**src/rtl/rbz_spi_sequencer.sv**
```systemverilog
// Two-channel SPI frame sequencer: round-robin arbitration between a vector and a
// register slave, mode 0 MSB-first shifting, null-frame acknowledge.
module rbz_spi_sequencer #(
    parameter int unsigned HALF = 2
) (
    input  logic        i_clk,
    input  logic        i_reset,
    input  logic        i_vec_req,
    input  logic        i_reg_req,
    input  logic [5:0]  i_vec_len,
    input  logic [5:0]  i_reg_len,
    input  logic [31:0] i_vec_data,
    input  logic [31:0] i_reg_data,
    output logic        o_vec_done,
    output logic        o_reg_done,
    output logic        o_busy,
    output logic        o_vec_csb,
    output logic        o_vec_sclk,
    output logic        o_vec_mosi,
    output logic        o_reg_csb,
    output logic        o_reg_sclk,
    output logic        o_reg_mosi
);

    localparam int unsigned CW = 8;
    localparam int unsigned LW = 6;
    localparam int unsigned DW = 32;
    localparam logic [CW-1:0] CNT_LAST = CW'(HALF - 1);
    localparam logic [CW-1:0] CNT_DONE = CW'(HALF - 2);
    localparam bit HALF_ONE = (HALF == 1);

    typedef enum logic [2:0] {
        S_IDLE, S_SETUP, S_SHIFT, S_HOLD, S_GAP, S_NULLACK
    } state_e;

    state_e        state_q, state_d;
    logic [CW-1:0] cnt_q, cnt_d;
    logic [LW-1:0] bits_q, bits_d;
    logic [DW-1:0] sh_q, sh_d;
    logic          chan_q, chan_d;   // 0 = vec, 1 = reg
    logic          prio_q, prio_d;   // 1 = reg wins a tie
    logic          csb_q, csb_d, sclk_q, sclk_d, mosi_q, mosi_d;
    logic          vec_csb_q, vec_csb_d, vec_sclk_q, vec_sclk_d, vec_mosi_q, vec_mosi_d;
    logic          reg_csb_q, reg_csb_d, reg_sclk_q, reg_sclk_d, reg_mosi_q, reg_mosi_d;
    logic          vec_done_q, vec_done_d, reg_done_q, reg_done_d, busy_q, busy_d;
    logic          done_d, grant_reg;
    logic [LW-1:0] req_len, clamp_len;
    logic [DW-1:0] req_data;

    always_comb begin
        state_d   = state_q;
        cnt_d     = cnt_q;
        bits_d    = bits_q;
        sh_d      = sh_q;
        chan_d    = chan_q;
        prio_d    = prio_q;
        csb_d     = csb_q;
        sclk_d    = sclk_q;
        mosi_d    = mosi_q;
        done_d    = 1'b0;
        grant_reg = i_reg_req && (prio_q || !i_vec_req);
        req_len   = grant_reg ? i_reg_len : i_vec_len;
        req_data  = grant_reg ? i_reg_data : i_vec_data;
        clamp_len = (req_len > 6'd32) ? 6'd32 : req_len;

        unique case (state_q)
            S_IDLE: begin
                csb_d  = 1'b1;
                sclk_d = 1'b0;
                mosi_d = 1'b0;
                if (i_vec_req || i_reg_req) begin
                    chan_d = grant_reg;
                    prio_d = !grant_reg;
                    cnt_d  = '0;
                    if (clamp_len == '0) begin
                        state_d = S_NULLACK;
                    end else begin
                        // Left-align so the first bit to send sits in the MSB.
                        bits_d  = clamp_len;
                        sh_d    = req_data << (6'd32 - clamp_len);
                        csb_d   = 1'b0;
                        mosi_d  = sh_d[DW-1];
                        state_d = S_SETUP;
                    end
                end
            end
            S_SETUP: begin
                if (cnt_q == CNT_LAST) begin
                    cnt_d   = '0;
                    sclk_d  = 1'b1;
                    state_d = S_SHIFT;
                end else begin
                    cnt_d = cnt_q + 8'd1;
                end
            end
            S_SHIFT: begin
                if (cnt_q != CNT_LAST) begin
                    cnt_d = cnt_q + 8'd1;
                end else if (sclk_q) begin
                    cnt_d  = '0;
                    sclk_d = 1'b0;
                    sh_d   = {sh_q[DW-2:0], 1'b0};
                    mosi_d = sh_q[DW-2];
                    bits_d = bits_q - 6'd1;
                end else if (bits_q == '0) begin
                    cnt_d   = '0;
                    state_d = S_HOLD;
                end else begin
                    cnt_d  = '0;
                    sclk_d = 1'b1;
                end
            end
            S_HOLD: begin
                if (cnt_q == CNT_LAST) begin
                    cnt_d   = '0;
                    csb_d   = 1'b1;
                    mosi_d  = 1'b0;
                    done_d  = HALF_ONE;
                    state_d = S_GAP;
                end else begin
                    cnt_d = cnt_q + 8'd1;
                end
            end
            S_GAP: begin
                // done is registered, so it is launched one cycle ahead of the last GAP cycle.
                done_d = !HALF_ONE && (cnt_q == CNT_DONE);
                if (cnt_q == CNT_LAST) begin
                    cnt_d   = '0;
                    state_d = S_IDLE;
                end else begin
                    cnt_d = cnt_q + 8'd1;
                end
            end
            S_NULLACK: begin
                done_d  = 1'b1;
                state_d = S_IDLE;
            end
            default: state_d = S_IDLE;
        endcase

        vec_csb_d  = chan_d ? 1'b1 : csb_d;
        vec_sclk_d = chan_d ? 1'b0 : sclk_d;
        vec_mosi_d = chan_d ? 1'b0 : mosi_d;
        reg_csb_d  = chan_d ? csb_d  : 1'b1;
        reg_sclk_d = chan_d ? sclk_d : 1'b0;
        reg_mosi_d = chan_d ? mosi_d : 1'b0;
        vec_done_d = done_d && !chan_q;
        reg_done_d = done_d && chan_q;
        busy_d     = (state_d != S_IDLE);
    end

    always_ff @(posedge i_clk) begin
        if (i_reset) begin
            state_q    <= S_IDLE;
            cnt_q      <= '0;
            bits_q     <= '0;
            sh_q       <= '0;
            chan_q     <= 1'b0;
            prio_q     <= 1'b0;
            csb_q      <= 1'b1;
            sclk_q     <= 1'b0;
            mosi_q     <= 1'b0;
            vec_csb_q  <= 1'b1;
            vec_sclk_q <= 1'b0;
            vec_mosi_q <= 1'b0;
            reg_csb_q  <= 1'b1;
            reg_sclk_q <= 1'b0;
            reg_mosi_q <= 1'b0;
            vec_done_q <= 1'b0;
            reg_done_q <= 1'b0;
            busy_q     <= 1'b0;
        end else begin
            state_q    <= state_d;
            cnt_q      <= cnt_d;
            bits_q     <= bits_d;
            sh_q       <= sh_d;
            chan_q     <= chan_d;
            prio_q     <= prio_d;
            csb_q      <= csb_d;
            sclk_q     <= sclk_d;
            mosi_q     <= mosi_d;
            vec_csb_q  <= vec_csb_d;
            vec_sclk_q <= vec_sclk_d;
            vec_mosi_q <= vec_mosi_d;
            reg_csb_q  <= reg_csb_d;
            reg_sclk_q <= reg_sclk_d;
            reg_mosi_q <= reg_mosi_d;
            vec_done_q <= vec_done_d;
            reg_done_q <= reg_done_d;
            busy_q     <= busy_d;
        end
    end

    assign o_vec_csb  = vec_csb_q;
    assign o_vec_sclk = vec_sclk_q;
    assign o_vec_mosi = vec_mosi_q;
    assign o_reg_csb  = reg_csb_q;
    assign o_reg_sclk = reg_sclk_q;
    assign o_reg_mosi = reg_mosi_q;
    assign o_vec_done = vec_done_q;
    assign o_reg_done = reg_done_q;
    assign o_busy     = busy_q;

endmodule

```
**config.mk**
```make
export PLATFORM = sky130hd
export DESIGN_NAME = rbz_spi_sequencer
export DESIGN_NICKNAME = d
export VERILOG_FILES = /design/src/rtl/rbz_spi_sequencer.sv
export SDC_FILE = /design/constraint.sdc
export NUM_CORES = 1
export LEC_CHECK = 0
export CAP_MARGIN = 20
export CORE_MARGIN = 8
export CORE_UTILIZATION = 55
export DETAILED_ROUTE_END_ITERATION = 12
export DONT_BUFFER_PORTS = 1
export PLACE_DENSITY = 0.78
export SYNTH_ARGS = -nofsm -noshare
export SYNTH_HDL_FRONTEND = slang
export SYNTH_SLANG_ARGS = --single-unit
```
**constraint.sdc**
```tcl
create_clock -name i_clk -period 4.4 [get_ports i_clk]
set_clock_uncertainty 0.2 [all_clocks]
set_input_delay 0.44 -clock i_clk [delete_from_list [all_inputs] [get_ports i_clk]]
set_output_delay 0.44 -clock i_clk [all_outputs]
set_load 0.02 [all_outputs]
```
# [Word level (Yosys, flattened, before mapping)]
# Cells that the tools add are included.
[op_classes] mux=44 magnitude_cmp=1 reduce_logical=21 shift=1 n_addsub=3 eq_ne=11 bitwise=1
[op_table] op="31-bit two-way mux" count=4
[op_table] op="31-bit case mux with 2 select lines" count=1
[op_table] op="6-bit two-way mux" count=6
[op_table] op="32-bit two-way mux" count=1
[op_table] op="32-bit by 6-bit left shift with 32-bit output" count=1
[op_table] op="3-bit two-way mux" count=8
[op_table] op="8-bit two-way mux" count=3
[op_table] op="8-bit case mux with 3 select lines" count=1
[op_table] op="3-bit case mux with 5 select lines" count=1
[op_table] op="1-bit two-way mux" count=14
[op_table] op="6-bit zero test" count=2
[op_table] op="6-bit case mux with 2 select lines" count=1
[op_table] op="8-bit by 1-bit adder with 8-bit output, second input constant" count=1
[op_table] op="8-bit by 1-bit equality test with 1-bit output, second input constant" count=1
[op_table] op="8-bit zero test" count=1
[op_table] op="2-bit inequality test, second input constant" count=4
[op_table] op="8-bit by 1-bit inequality test with 1-bit output, second input constant" count=1
[op_table] op="3-bit by 2-bit equality test with 1-bit output, second input constant" count=2
[op_table] op="3-bit equality test, second input constant" count=2
[op_table] op="6-bit greater-than comparator, second input constant" count=1
[op_table] op="1-bit case mux with 3 select lines" count=2
[op_table] op="3-bit nonzero test" count=2
[op_table] op="6-bit by 1-bit subtractor with 6-bit output, second input constant" count=1
[op_table] op="6-bit subtractor, first input constant" count=1
[op_table] op="other kinds (12)" count=20
[totals] regBits=62 elab_cells=100 input_bits=80 out_inout_bits=9

# [Longest topological paths before layout]
[logic_depth] ltp_word=11 ltp_mapped=21 depth_no_buf=13

# [Least setup slack after synthesis]
# No wires, ideal clock.
[synth_path] path_kind="input to register" start="input port i_vec_req" end="register sh_q[22]" setup_time_ns=0.116 path_buffers=7 stages=20 t_required_ns=4.084 slack_ns=0.381 arrival_ns=3.703 path_cell_list="nand2b_2 buf_6 and2_4 buf_6 buf_12 buf_6 buf_2 and3_1 a31oi_1 ha_1 inv_1 a211oi_1 nand4bb_1 buf_4 buf_2 mux2i_1 mux2i_1 a221oi_1 o21ai_0 o211a_1"
[synth_via] elab_chain_cells=11 elab_cells_between_ends=17 classes_between="add/sub (1); order compare (1); eq/ne (2); shift (1); mux (6); reduce/logical (6)"
[synth_lines] element="start: declaration" line="8" rtl="input logic i_vec_req,"
[synth_lines] element="1-bit zero test" line="61" rtl="grant_reg = i_reg_req && (prio_q || !i_vec_req);"
[synth_lines] element="1-bit logical OR" line="61"
[synth_lines] element="1-bit logical AND" line="61"
[synth_lines] element="6-bit two-way mux" line="62" rtl="req_len = grant_reg ? i_reg_len : i_vec_len;"
[synth_lines] element="6-bit greater-than comparator" line="64" rtl="clamp_len = (req_len > 6'd32) ? 6'd32 : req_len;"
[synth_lines] element="6-bit two-way mux" line="64"
[synth_lines] element="6-bit subtractor" line="80" rtl="sh_d = req_data << (6'd32 - clamp_len);"
[synth_lines] element="32-bit by 6-bit left shift with 32-bit output" line="80"
[synth_lines] element="31-bit two-way mux" line="75" rtl="if (clamp_len == '0) begin"
[synth_lines] element="31-bit two-way mux" line="71" rtl="if (i_vec_req || i_reg_req) begin"
[synth_lines] element="31-bit case mux with 2 select lines" line="66" rtl="unique case (state_q)"
[synth_lines] element="end signal: assignment" line="157" rtl="sh_q <= '0;"
[synth_lines] element="end signal: assignment" line="176" rtl="sh_q <= sh_d;"
[synth_lines] element="end: declaration" line="39" rtl="logic [DW-1:0] sh_q, sh_d;"
# Parallel ways exist; a longest one is shown, timed or not. The select of a mux whose other input is x is not followed.
# A chain may end at the register's enable or synchronous reset.

# [Final worst setup path]
[layout_path] start="register prio_q" end="register reg_mosi_q (netlist: o_reg_mosi)"
[layout_via] elab_chain_cells=10 elab_cells_between_ends=16 classes_between="add/sub (1); order compare (1); shift (1); mux (8); bitwise (1); reduce/logical (4)"
[layout_lines] element="start: declaration" line="41" rtl="logic prio_q, prio_d;"
[layout_lines] element="start signal: assignment" line="178" rtl="prio_q <= prio_d;"
[layout_lines] element="1-bit logical OR (*)" line="61"
[layout_lines] element="1-bit logical AND (*)" line="61"
[layout_lines] element="6-bit two-way mux" line="62"
[layout_lines] element="6-bit greater-than comparator" line="64"
[layout_lines] element="6-bit two-way mux" line="64"
[layout_lines] element="6-bit subtractor" line="80"
[layout_lines] element="32-bit by 6-bit left shift with 32-bit output" line="80"
[layout_lines] element="1-bit two-way mux" line="75"
[layout_lines] element="1-bit two-way mux" line="71"
[layout_lines] element="1-bit case mux with 3 select lines" line="66"
[layout_lines] element="end signal: assignment" line="187" rtl="reg_mosi_q <= reg_mosi_d;"
[layout_lines] element="end: declaration" line="44" rtl="logic reg_csb_q, reg_csb_d, reg_sclk_q, reg_sclk_d, reg_mosi_q, reg_mosi_d;"
# Every way passes the cells marked *; elsewhere a longest branch is shown, timed or not.

==> flow_summary_export.csv <==
group,metric,value,unit
place,place_area,5550,um2
die,rows,36,
cts,clockBufferDepth,2,
detailed_routing,routed_via_density,6.91,
grt,grt_pass1_vias,5195,
power_and_ir_drop,peakVddDrop,0.000219,V
setup_path,cp_max_fo,15,
sta,final-setup-viol-count,0,
cts,h-tree-depth,3,
setup_path,cp.arrival,4.07,ns
sta,tns,0,ns
place,hpwlAfterDp,12800,um
setup_path,slowest_delay,0.39,ns
synth,synthFlopType,"dfxtp_1",
worst_hold_path,hold_class,"in2reg",
grt,grt_overflow,0,
place,dp_slack,0.284,ns
grt,gr-usage-all-layers,25.5,%
cts,cts-root-buf,"clkbuf_8",
grt,grt_max_degree,42,
detailed_routing,dr.pass1.iters,5,
setup_path,cp_common_cell,"mux2i_1",
synth,synth_top_area_share,22.4,%
power_and_ir_drop,p_per_area,380,nW/um2
place,gp_congestion,0.964,
cts,clk_latency,0.36,ns
die,ios,89,
synth,synthTopCellsByCount,"mux2i_1 (110), dfxtp_1 (62), nor2_1 (61)",
sta,hold_ws,0.0589,ns
cts,post_cts_buffers,0,
layout,fin_nets,730,
detailed_routing,drtAntennaViolNets,0,
sta,hold_viol,0,
grt,antenna_found_initial,0,
setup_path,crit_type,"reg2reg",
setup_path,critPathRequiredTime,4.43,ns
power_and_ir_drop,p_comb_share,44.6,%
job,drv_cap,0,
synth,synth_cells,667,
synth,synth_area_leader_cell,"dfxtp_1",
sta,slew_headroom,35.5,%
synth,syn_area_per_cell,8.31,um2
layout,area_growth,4.27,%
layout,drive_gt1_share,11.7,%
synth,ys_types,74,
synth,synth_edf_count,0,
layout,diodes,0,
die,die_w,116,um
sta,fmax,0.248,GHz
sta,finalCriticalPeriod,4.04,ns
detailed_routing,wirelength,17000,um
synth,yosysSeqAreaShare,22.4,%
power_and_ir_drop,seqPwrFrac,33.1,%
cts,cts.sinks,62,
layout,stdcell_count,782,
sta,min_period_over_period,91.8,%
synth,ys_top_cells_by_area,"dfxtp_1 (22%), mux2i_1 (20%), mux4_2 (7.3%)",
setup_path,crit_cells,14,
setup_path,slowest_stage,"nor3_1",
synth,synth_seq_cells,62,
detailed_routing,drc,0,
place,dp_cells,764,
setup_path,path_cells,"nand2b_2 > and2_4 > and3_1 > a31oi_1 > ha_1 > inv_1 > a211oi_1 > nand4bb_4 > buf_4 > mux2i_1 > mux2i_1 > nor4_1 > nor3_1 > nor2_1",
power_and_ir_drop,power_leakage,2.16,nW
cts,clk_pin_slew_worst_paths,0.07,ns
sta,tightest_slew,0.966,ns
power_and_ir_drop,power.switching,0.894,mW
power_and_ir_drop,swShare,40.7,%
die,die_y,116,um
synth,synth_most_common_cell,"mux2i_1",
detailed_routing,via_count,5405,
synth,synth_async_sr_flop_share,0,%
setup_path,start_kind,"flip-flop",
grt,grt_pass1_wl,27100,um
die,die_area,13500,um2
synth,synth_warnings,0,
power_and_ir_drop,power.internal,1.30,mW
detailed_routing,wl_per_cell,21.8,um
sta,maxSlewViolCount,0,
place,portBuffers,0,
sta,fin_ws,0.362,ns
setup_path,r2r.worst_path.cells,14,
cts,cts_tree,"built",
setup_path,end_kind,"flip-flop",
layout,fillers,900,
die,initial_core_util,56.7,%
power_and_ir_drop,clockPowerShare,22.3,%
die,core,9770,um2
worst_hold_path,hold_depth,2,
synth,syn_nets,753,
setup_path,critPathTopFamily,"simple AND/OR/NAND/NOR gates",
cts,cts_made_buffers,9,
layout,final_area,5780,um2
outcome,status,"complete, no violations",
synth,synth.cell_area,5540,um2
detailed_routing,detail_route.iter0.violations,738,
setup_path,cp_num_buf_inv,2,
[kinds of logic (layout without fill, tap and decap cells)]
logic type / count (synthesis) / after routing / synth area share [%]
and+or+nand+nor: 219 / 219 / 19.4
AOI/OAI and AO/OA: 169 / 169 / 20.5
muxes: 132 / 132 / 28.0
buffers and inverters: 70 / 52 / 6.91
DFF: 62 / 62 / 22.4
xor gates and xnor gates: 9 / 9 / 1.42
adders and majority gates: 6 / 6 / 1.35
[placed cells by master, fill, tap and decap left out, types with 3 or more instances in the layout]
| cell | synthesis | layout |
|---|---|---|
| a2111oi_0 | 3 | 3 |
| a311oi_1 | 3 | 3 |
| nor3_1 | 29 | 29 |
| a21oi_1 | 47 | 47 |
| clkbuf_8 | 0 | 9 |
| o21ai_0 | 36 | 36 |
| a31oi_1 | 13 | 13 |
| a211oi_1 | 12 | 12 |
| a22oi_1 | 3 | 3 |
| nor2b_1 | 6 | 4 |
| a221oi_1 | 11 | 11 |
| buf_4 | 6 | 19 |
| or3_1 | 5 | 5 |
| ha_1 | 6 | 6 |
| inv_1 | 15 | 15 |
| dfxtp_1 | 62 | 62 |
| nand2_1 | 48 | 48 |
| o22ai_1 | 4 | 4 |
| xor2_1 | 4 | 4 |
| mux2i_1 | 110 | 110 |
| nand2b_1 | 13 | 13 |
| xnor2_1 | 5 | 5 |
| or2_2 | 3 | 3 |
| nor2_1 | 61 | 60 |
| mux2_2 | 4 | 4 |
| and2_1 | 4 | 4 |
| nand3_1 | 21 | 21 |
| mux4_2 | 18 | 18 |
| nor4_1 | 3 | 3 |
| and3_1 | 7 | 7 |
| o21ai_1 | 3 | 3 |
| clkinv_2 | 0 | 3 |
| nand4_1 | 9 | 9 |
[per-stage QoR]
stage / total power, mW / util (%)
finish: 2.19 / 59.1
global route: 2.32 / 59.1
CTS: 2.17 / 59.0
detailed placement: 1.68 / 56.7
global placement: 1.66 / 56.7
floorplan: 1.47 / -
[power groups by stage]
stage | clock network, mW | logic [mW] | registers [mW]
after floorplan | 0 | 0.755 | 0.714
after global placement | 0 | 0.929 | 0.732
after detailed placement | 0 | 0.943 | 0.735
after CTS | 0.495 | 0.955 | 0.723
after global routing | 0.523 | 1.06 | 0.735
final | 0.490 | 0.977 | 0.725
[layout make-up]
class,instances,area [um2],area share [%]
Multi-Input combinational cell,535,3950,68.4
Sequential cell,62,1240,21.5
Timing Repair Buffer,21,173,2.99
Tap cell,133,166,2.88
Clock buffer,10,128,2.21
Clock inverter,6,62.6,1.08
Inverter,15,56.3,0.975
[path summary, 6_finish.rpt]
check             startpoint         end  slack (ns)
hold / removal       i_reset    sh_q[17]        0.06
setup reg to reg      prio_q  o_reg_mosi        0.36
hold reg to reg    bits_q[1]   bits_q[1]        0.28
setup / recovery      prio_q  o_reg_mosi        0.36
[repair_timing]
action	in CTS	in global routing
endpoints found under the hold margin	32	0
endpoints found under the setup margin	0	7
resized for setup	0	1
hold buffers	2	0
[routing by layer]
metal | routed length (um) | global-route usage [%] | part of all wire, %
met4 | 555 | 11.0 | 3.3
met3 | 1460 | 6.57 | 8.6
met5 | 0 | 0 | 0
met1 | 6700 | 30.2 | 39
met2 | 8320 | 42.7 | 49
[sequential cells by signal (all words and copies together), names as in the netlist]
signal / flops
state_q: 3
o_vec_mosi: 1
o_reg_sclk: 1
prio_q: 1
o_busy: 1
cnt_q: 8
chan_q: 1
mosi_q: 1
csb_q: 1
bits_q: 6
o_vec_done: 1
o_reg_done: 1
sh_q: 31
sclk_q: 1
o_reg_mosi: 1
o_vec_sclk: 1
o_reg_csb: 1
o_vec_csb: 1
No activity file was read; power rests on OpenSTA's default activity.
==> variant: new RTL, same settings <==
`sh_q` no longer has a reset.
--- a/src/rtl/rbz_spi_sequencer.sv
+++ b/src/rtl/rbz_spi_sequencer.sv
@@ -154,7 +154,6 @@
             state_q    <= S_IDLE;
             cnt_q      <= '0;
             bits_q     <= '0;
-            sh_q       <= '0;
             chan_q     <= 1'b0;
             prio_q     <= 1'b0;
             csb_q      <= 1'b1;
@@ -173,7 +172,6 @@
             state_q    <= state_d;
             cnt_q      <= cnt_d;
             bits_q     <= bits_d;
-            sh_q       <= sh_d;
             chan_q     <= chan_d;
             prio_q     <= prio_d;
             csb_q      <= csb_d;
@@ -191,6 +189,10 @@
         end
     end
 
+    always_ff @(posedge i_clk) begin
+        sh_q <= sh_d;
+    end
+
     assign o_vec_csb  = vec_csb_q;
     assign o_vec_sclk = vec_sclk_q;
     assign o_vec_mosi = vec_mosi_q;
Function: same outputs for any inputs over 10 cycles, from zero or initial values and one cycle with i_reset high; that may be too few to reach the edited logic, so the function may still have changed.
==> variant against the unedited design <==
  * Wire length down 5.7%
  * Sequential cell count unchanged
  * Total power is 5.3% higher
  * Final area grew 1.7%
  * Critical path depth decreased by 4
  * Synthesized cell count down 7.5%
  * Global-route usage decreased by 1.1 points
  * Synthesized area grew 0.50%
  * Combinational power shrank 2%
  * Clock power is 2% higher
  * Worst setup slack improved by 110 ps
==> variant: results (changes against the unedited design) <==
Drt
  – DR WL/cell: 21.9 µm (+0.62%)
  – Initial DRC count: 473 (-36%)
  – Pre-antenna DRT Iters: 5 (unchanged)
  – Vias per inst: 6.87 (-0.56%)

Clocking
  – Latest clock arrival within the worst-skew pair: 340 ps (-20 ps)
  – Clock root cell: clkbuf_8
  – Worst-case clock buffer depth: 2 (unchanged)
  – H-tree depth: 3 (unchanged)
  – Worst-path clk slew: 70 ps (about the same)
  – Clock buffer count from CTS: 9 (unchanged)
  – Post-CTS sizing: 0 (unchanged)

GRT
  – Antenna violations before repair: 0 (unchanged)
  – Largest net degree at the start of global routing: 40 (-4.8%)
  – Tot GR Track Use: 24.4% (-1.1 points)
  – Vias in the first global route: 4824 (-7.1%)
  – First-pass GRT wire length: 25900 µm (-4.5%)

Synthesis
  – Post-synth ARST share: 0% (unchanged)
  – Sequential area share after synthesis: 27.9% (+5.5 points)
  – Primary FF master, synth: edfxtp_1
  – Synth area leaders: mux2i_1, edfxtp_1, dfxtp_1, mux4_2, nand2_1
  – Commonest cells in the netlist: mux2i_1, nand2_1, nor2_1, dfxtp_1, edfxtp_1
  – Number of synthesized flops with an enable pin: 31 (+31)
  – Synth Warn #: 0 (unchanged)
  – Synth unique cells: 73 (-1.4%)
  – Mapped Nets: 703 (-6.6%)

Placed design
  – Port bufs: 0 (unchanged)
  – Gpl congestion: 0.919 (-4.7%)
  – Dpl hpwl: 12200 µm (-4.5%)

Finish
  – Ant diodes: 0 (unchanged)
  – Nets: 681 (-6.7%)
  – Share of layout cells above drive strength 1: 11.7% (-0.044 points)
  – Biggest regs: sh_q (31), cnt_q (8), bits_q (6)
  – Layout fillers: 879 (-2.3%)

Worst hold path
  – Hold Startpoint: i_reg_req
  – HP Class: primary input to flip-flop

Timing
  – Slew @ Worst Pin: 890 ps (-76.0 ps)
  – Final Hold Vio Count: 0 (unchanged)

Outcome
  – Outcome: complete, no violations

Worst setup path
  – CP arrival: 3940 ps (-130 ps)
  – Worst-path maximum fanout: 14 (-1)
  – CP Launch Point: prio_q
  – Crit-path max cell delay: 580 ps (+190 ps)
  – Crit-path slowest cell: and4b_1
  – Delay-heaviest family, CP: simple AND/OR/NAND/NOR gates

Pwr
  – Peak supply drop: 0.171 mV (-22%)
  – Pleak: 2.19 nW (+1.4%)
-- variant: cell count changes after synthesis, moves of 9 or more --
| cell | unedited run | this run |
|---|---|---|
| a21oi_1 | 47 | 30 |
| a221oi_1 | 11 | 2 |
| a22o_1 | 2 | 13 |
| dfxtp_1 | 62 | 31 |
| edfxtp_1 | 0 | 31 |
| mux2i_1 | 110 | 93 |
| nand2_1 | 48 | 69 |
| nor2_1 | 61 | 42 |
| nor3_1 | 29 | 12 |
| o21ai_0 | 36 | 23 |
-- variant: repair_timing --
item | 4_1_cts | 5_1_grt
hold buffers | 1 | 0
hold endpoints to repair | 12 | 0
setup endpoints to repair | 0 | 0
buffers inserted | 0 | 0
-- variant: metrics by stage --
stage | hold WS, ps | setup WS (ps) | std cells | util, % | instance area (µm²)
finish | 16.5 | 470 | 733 | 59.8 | 5870
global route | 0.275 | 277 | 733 | 59.8 | 5870
CTS | 0.649 | 572 | 733 | 59.8 | 5870
detailed placement | 295 | 481 | 716 | 57.6 | 5660
global placement | 283 | 608 | 716 | 57.6 | 5660
floorplan | 236 | 162 | 617 | - | 5570
-- variant: path summary, 6_finish.rpt --
check | end | slack, ps | cells after the start
hold reg to reg | csb_q | 320 | 2
setup reg to reg | sh_q[2] | 470 | 10
hold / removal | prio_q | 20 | 1
setup / recovery | sh_q[2] | 470 | 10
-- variant: kinds of logic after synthesis --
group,synth area share (%)
buf+inv,5.80
fa+ha+maj,1.35
simple gates,17.6
compound gates,20.2
flops,27.9
mux,25.5
xor+xnor,1.73
-- variant: per-layer routing --
metal  GRT usage [%]  vias to the layer above  share of wire [%]
met5               0                        -                  0
li1                -                     2305                  -
met1            31.5                     2396                 41
met2            39.7                      305                 47
met4            7.94                        0                2.0
met3            5.43                       32                 10
-- variant: area by class of cell --
type,count,area share (%)
repair buffers,17,2.43
well taps,133,2.83
clock buffers,14,3.32
multi-input cells,489,63.8
flip-flops and latches,62,26.4
clock inverters,2,0.170
inverters,16,1.02
-- variant: power breakdown --
group / total, mW / switching, mW / internal (mW)
Sequential: 0.846 / 0.0797 / 0.767
Clock: 0.500 / 0.213 / 0.287
Combinational: 0.962 / 0.567 / 0.395
-- variant: worst register-to-register path: cells and delay by family, from the launching register on --
kind | cells | cell delay (ps)
AO/OA/AOI/OAI | 3 | 900
adder cells (fa/ha/maj) | 1 | 300
flip-flops | 1 | 360
AND/OR/NAND/NOR | 6 | 2030
